--- src/rtl/fwd_hazard_pkg.sv ---
// Shared types for the forwarding/hazard controller:
// forward-select encoding, hazard FSM states, stage destination shadows.
package fwd_hazard_pkg;

  // Shadow rd field is sized for the widest supported register address.
  localparam int unsigned SH_AW = 8;

  typedef enum logic [1:0] {
    FWD_RF  = 2'b00,
    FWD_WB  = 2'b01,
    FWD_ALU = 2'b10
  } fwd_sel_e;

  typedef enum logic [1:0] {
    RUN      = 2'b00,
    LU_STALL = 2'b01,
    MEM_WAIT = 2'b10
  } hz_state_e;

  typedef struct packed {
    logic [SH_AW-1:0] rd;
    logic             we;
    logic             ld;
  } stage_shadow_t;

endpackage

--- src/rtl/fwd_operand_mux.sv ---
// Single-channel 3:1 operand mux: regfile / write-back / ALU(M).
// Ports: sel_i, rf_i, wb_i, alu_i -> data_o. Select 2'b11 decodes as ALU.
module fwd_operand_mux
  import fwd_hazard_pkg::*;
#(
  parameter int unsigned XLEN = 32
) (
  input  logic [1:0]      sel_i,
  input  logic [XLEN-1:0] rf_i,
  input  logic [XLEN-1:0] wb_i,
  input  logic [XLEN-1:0] alu_i,
  output logic [XLEN-1:0] data_o
);

  always_comb begin
    data_o = alu_i;
    unique case (sel_i)
      FWD_RF:  data_o = rf_i;
      FWD_WB:  data_o = wb_i;
      default: data_o = alu_i;
    endcase
  end

endmodule

--- src/rtl/fwd_hazard_unit.sv ---
// Forwarding + hazard controller: E/M/W dest shadows, registered
// per-channel forward selects, load-use stall, mem-wait freeze, flush.
// Ports: Decode info (id_*), flush, mem handshake, E/M/W data in;
// operand_E_o, fwd_sel_E_o, stall_F_o, stall_D_o, bubble_E_o, freeze_o.
// Option FWD_HAZARD_PERF_EN: adds lu_stall_cnt_o / mem_wait_cnt_o.
module fwd_hazard_unit
  import fwd_hazard_pkg::*;
#(
  parameter int unsigned XLEN    = 32,
  parameter int unsigned NUM_SRC = 2,
  parameter int unsigned REG_AW  = 5
) (
  input  logic                      clk_i,
  input  logic                      rst_ni,
  input  logic                      id_valid_i,
  input  logic [NUM_SRC*REG_AW-1:0] id_rs_addr_i,
  input  logic [REG_AW-1:0]         id_rd_addr_i,
  input  logic                      id_rd_we_i,
  input  logic                      id_is_load_i,
  input  logic                      ex_flush_i,
  input  logic                      mem_ready_i,
  input  logic                      mem_op_M_i,
  input  logic [NUM_SRC*XLEN-1:0]   rs_data_E_i,
  input  logic [XLEN-1:0]           alu_data_M_i,
  input  logic [XLEN-1:0]           wb_data_W_i,
  output logic [NUM_SRC*XLEN-1:0]   operand_E_o,
  output logic [NUM_SRC*2-1:0]      fwd_sel_E_o,
`ifdef FWD_HAZARD_PERF_EN
  output logic [31:0]               lu_stall_cnt_o,
  output logic [31:0]               mem_wait_cnt_o,
`endif
  output logic                      stall_F_o,
  output logic                      stall_D_o,
  output logic                      bubble_E_o,
  output logic                      freeze_o
);

  stage_shadow_t e_q, e_d;
  stage_shadow_t m_q, m_d;
  stage_shadow_t w_q, w_d;

  logic [NUM_SRC*2-1:0] sel_q, sel_d, sel_dec;
  hz_state_e            state_q, state_d;

  logic [NUM_SRC-1:0] e_hit, e_ld_hit, m_hit;
  logic frozen, lu_hz, lu_stall, bubble;

  for (genvar k = 0; k < NUM_SRC; k++) begin : g_ch
    logic [SH_AW-1:0] rs;
    logic             nz;

    assign rs = SH_AW'(id_rs_addr_i[k*REG_AW +: REG_AW]);
    assign nz = id_valid_i & (|rs);

    assign e_hit[k]    = nz & e_q.we & ~e_q.ld & (e_q.rd == rs);
    assign e_ld_hit[k] = nz & e_q.ld & (e_q.rd == rs);
    assign m_hit[k]    = nz & m_q.we & (m_q.rd == rs);

    // Youngest producer wins: E before M.
    assign sel_dec[2*k +: 2] = e_hit[k] ? FWD_ALU
                             : m_hit[k] ? FWD_WB
                             : FWD_RF;

    fwd_operand_mux #(
      .XLEN (XLEN)
    ) u_mux (
      .sel_i  (sel_q[2*k +: 2]),
      .rf_i   (rs_data_E_i[k*XLEN +: XLEN]),
      .wb_i   (wb_data_W_i),
      .alu_i  (alu_data_M_i),
      .data_o (operand_E_o[k*XLEN +: XLEN])
    );
  end

  assign frozen   = mem_op_M_i & ~mem_ready_i;
  assign lu_hz    = id_valid_i & (|e_ld_hit);
  assign lu_stall = ~frozen & lu_hz & ~ex_flush_i;
  assign bubble   = lu_stall | (~frozen & ex_flush_i);

  always_ff @(posedge clk_i or negedge rst_ni) begin
    if (!rst_ni) begin
      state_q <= RUN;
    end else begin
      state_q <= state_d;
    end
  end

  always_comb begin
    state_d = RUN;
    unique case (1'b1)
      frozen:   state_d = MEM_WAIT;
      lu_stall: state_d = LU_STALL;
      default:  state_d = RUN;
    endcase
  end

  // Gated by rst_ni so outputs drop at once on an async reset,
  // even while the memory still reports a pending access.
  always_comb begin
    stall_F_o  = 1'b0;
    stall_D_o  = 1'b0;
    bubble_E_o = 1'b0;
    freeze_o   = 1'b0;
    if (rst_ni) begin
      stall_F_o  = lu_stall;
      stall_D_o  = lu_stall;
      bubble_E_o = bubble;
      freeze_o   = frozen;
    end
  end

  always_comb begin
    e_d   = e_q;
    m_d   = m_q;
    w_d   = w_q;
    sel_d = sel_q;
    if (!frozen) begin
      w_d    = m_q;
      w_d.ld = 1'b0;
      m_d    = e_q;
      e_d.rd = SH_AW'(id_rd_addr_i);
      e_d.we = id_valid_i & id_rd_we_i;
      e_d.ld = id_valid_i & id_is_load_i;
      sel_d  = sel_dec;
      if (bubble) begin
        e_d   = '0;
        sel_d = '0;
      end
    end
  end

  always_ff @(posedge clk_i or negedge rst_ni) begin
    if (!rst_ni) begin
      e_q   <= '0;
      m_q   <= '0;
      w_q   <= '0;
      sel_q <= '0;
    end else begin
      e_q   <= e_d;
      m_q   <= m_d;
      w_q   <= w_d;
      sel_q <= sel_d;
    end
  end

  assign fwd_sel_E_o = sel_q;

`ifdef FWD_HAZARD_PERF_EN
  logic [31:0] lu_cnt_q, lu_cnt_d;
  logic [31:0] mw_cnt_q, mw_cnt_d;

  always_comb begin
    lu_cnt_d = lu_cnt_q;
    mw_cnt_d = mw_cnt_q;
    if ((state_q == LU_STALL) && (lu_cnt_q != '1)) begin
      lu_cnt_d = lu_cnt_q + 32'd1;
    end
    if ((state_q == MEM_WAIT) && (mw_cnt_q != '1)) begin
      mw_cnt_d = mw_cnt_q + 32'd1;
    end
  end

  always_ff @(posedge clk_i or negedge rst_ni) begin
    if (!rst_ni) begin
      lu_cnt_q <= '0;
      mw_cnt_q <= '0;
    end else begin
      lu_cnt_q <= lu_cnt_d;
      mw_cnt_q <= mw_cnt_d;
    end
  end

  assign lu_stall_cnt_o = lu_cnt_q;
  assign mem_wait_cnt_o = mw_cnt_q;
`endif

endmodule

--- config.mk ---
export PLATFORM = sky130hd
export DESIGN_NAME = fwd_hazard_unit
export DESIGN_NICKNAME = d
export VERILOG_FILES = /design/src/rtl/fwd_hazard_pkg.sv /design/src/rtl/fwd_operand_mux.sv /design/src/rtl/fwd_hazard_unit.sv
export SDC_FILE = /design/constraint.sdc
export NUM_CORES = 1
export LEC_CHECK = 0
export BUFFER_PORTS_ARGS = -buffer_cell sky130_fd_sc_hd__buf_2
export CORE_ASPECT_RATIO = 1.5
export CORE_UTILIZATION = 30
export CTS_BUF_LIST = sky130_fd_sc_hd__clkbuf_16
export CTS_CLUSTER_DIAMETER = 50
export DETAILED_ROUTE_END_ITERATION = 8
export GPL_ROUTABILITY_DRIVEN = 1
export PLACE_DENSITY = 0.75
export REMOVE_ABC_BUFFERS = 1
export SLEW_MARGIN = 40
export SYNTH_ARGS = -nofsm -noshare
export SYNTH_HDL_FRONTEND = slang
export SYNTH_SLANG_ARGS = --single-unit
--- constraint.sdc ---
create_clock -name clk_i -period 4.06 [get_ports clk_i]
set_input_delay 0.609 -clock clk_i [delete_from_list [all_inputs] [get_ports clk_i]]
set_output_delay 0.609 -clock clk_i [all_outputs]
set_load 0.005 [all_outputs]
==> results.txt <==
outcome = completed
Layout Nets = 682
largest net degree at the start of global routing = 67
Final setup viols = 0
insertion delay to the later sink of the worst-skew pair = 250 ps
DIE AREA = 0.00802 sq mm
R2R Path Start = e_q[4]$_DFFE_PN0N_
Buffers on Ports = 222
min cycle time layout = 3020 ps
PwrDens = 169 mW/mm^2
CTS tree = yes
WL per Instance = 13.4 microns
top-level port count = 223
post-CTS setup buffers = 0
# DRC = 0
DR vias/cell = 4.97
post-cts resize count = 0
Yosys cell types = 27
Num CTS Buffers = 3
Peak VDD IR = 0.163 mV
Max-Cap Viols = 0
proportion of layout cells with a drive suffix above 1 = 0.445
hold bufs inserted after CTS = 0
Remaining Overflow, GRT = 0
Slew Limit Fails = 0
Total GRT Usage = 0.197
Worst slew margin = 0.546
RD Place Congestion = 0.944
CTS sink cnt = 17
1st-iter DRT viols = 137
final hold violations = 0
Synth Register Bits = 17
Filler cells = 764
area of the mapped netlist = 0.00230 sq mm
Achievable Freq = 332 MHz
Clock Path Buffers = 2
Clock Skews = 1.30 ps
routed wire length = 8450 microns
CP Capture Type = output pin
htree depth = 1
Rows = 38
first-pass GRT wire length = 12,600 microns
Finished Core Util = 0.483
initial antenna violation count = 0
Leakage Power = 0.00154 uW
crit path max fanout = 9
Async SR Flop Fraction = 1.00
Std-Cell Core Area = 0.00732 sq mm
top_reg_cell synth = dfrtp_1
Post-synth EDFFs = 0
DPL Wire Length = 6530 microns
Required @ worst endpoint = 3450 ps
CTS clock-pin slew for the worst setup and hold paths = 50 ps
1st-pass router iterations = 4
die height = 109 microns
Post-Synthesis Cells = 329
WP data arrival = 2410 ps
initial core utilization = 0.314
RSZ-0062 raised after global routing = false
Syn. warnings = 0
sequential share of the synthesized area = 0.185
clk root buf = clkbuf_16
crit share post-route = 0.743
min-delay worst type = input port to asynchronous set/reset pin
vias in the first global route = 2,861
diode count = 0
final setup TNS = 0 ps
Avg Inst Size Synth = 6.99 sq um
crit path kind = input port to output pin
vias = 3,131
Worst Tran Pin Value = 681 ps
Critical path origin = id_rs_addr_i[2]
Detail Route Antenna Nets = 0
area grow syn2layout = 53.8%
Die W = 73.5 microns
Worst setup SP type = input port
## placed cells by master, fill, tap and decap left out, drive strengths merged, types with 3 or more instances in the layout
master,count
xnor2,20
nand4,4
o21ai,71
mux2i,64
nor2,3
or4,4
clkbuf,3
dfrtp,17
buf,223
nand2,101
## kinds of logic (layout without fill, tap and decap cells)
group | Yosys count | in the layout | synth area share
AO/OA/AOI/OAI | 78 | 78 | 0.180
XOR/XNOR | 20 | 20 | 0.0762
buffers and inverters | 26 | 227 | 0.0441
flip-flops | 17 | 17 | 0.185
multiplexers | 64 | 64 | 0.279
AND/OR/NAND/NOR | 124 | 124 | 0.236
## flip-flops by register name, summed over array words and instances, names as in the netlist
name         count
fwd_sel_E_o      4
m_q              6
e_q              7
## synthesized netlist by cell type, drive strengths merged (3+ instances only)
master  number  area, sq um
mux2i       64          641
or4          4         37.5
nand2      101          379
dfrtp       17          425
xnor2       20          175
clkbuf      24         90.1
nand4        4         25.0
nor2         3         26.3
o21ai       71          355
## critical path, cell delays in order
cell and delay [ps]:
buf_2 130, xnor2_1 150, nand4_1 120, or3_2 440, a21oi_1 580, and3_1 270
buf_2 110
## power by group
group	total [uW]	switching [uW]	internal (uW)
Combinational	210	92.9	117
Clock	192	61.0	131
Sequential	195	15.2	180
## worst paths after layout
| check | slack (ps) | to | cells after the start |
|---|---|---|---|
| max reg2reg | 1900 | e_q[5]$_DFFE_PN0N_ | 5 |
| max in group asynchronous | 3440 | fwd_sel_E_o[1]$_DFFE_PN0N_ | 1 |
| min | 290 | e_q[4]$_DFFE_PN0N_ | 1 |
| min in group clk_i | 490 | m_q[1]$_DFFE_PN0N_ | 2 |
| min reg2reg | 490 | m_q[1]$_DFFE_PN0N_ | 2 |
| max | 1040 | stall_D_o | 7 |
## stage by stage
step	hold WS [ps]	total power (uW)	instance area, sq um	setup WS [ps]	std cells
floorplan	313	271	2200	1570	303
global placement	457	402	3450	1130	626
detailed placement	483	407	3460	1080	626
CTS	304	597	3530	1070	630
global route	325	636	3530	874	630
finish	288	596	3530	1040	630
## routing by layer
metal  share of wire  track usage  vias to the layer above  wire length, microns
li1                -            -                     1546                     -
met3           0.059       0.0194                       18                   499
met5               0            0                        -                     0
met2            0.54        0.391                      138                  4590
met1            0.38        0.207                     1429                  3200
met4           0.019       0.0701                        0                   162
## area by class of cell
type	count	area, sq um	area share
Clock inverter	1	3.75	0.00106
Clock buffer	3	75.1	0.0212
Tap cell	100	125	0.0354
Sequential cell	17	440	0.125
Timing Repair Buffer	223	1120	0.316
Multi-Input combinational cell	286	1770	0.501
(Power assumes the default switching activity.)
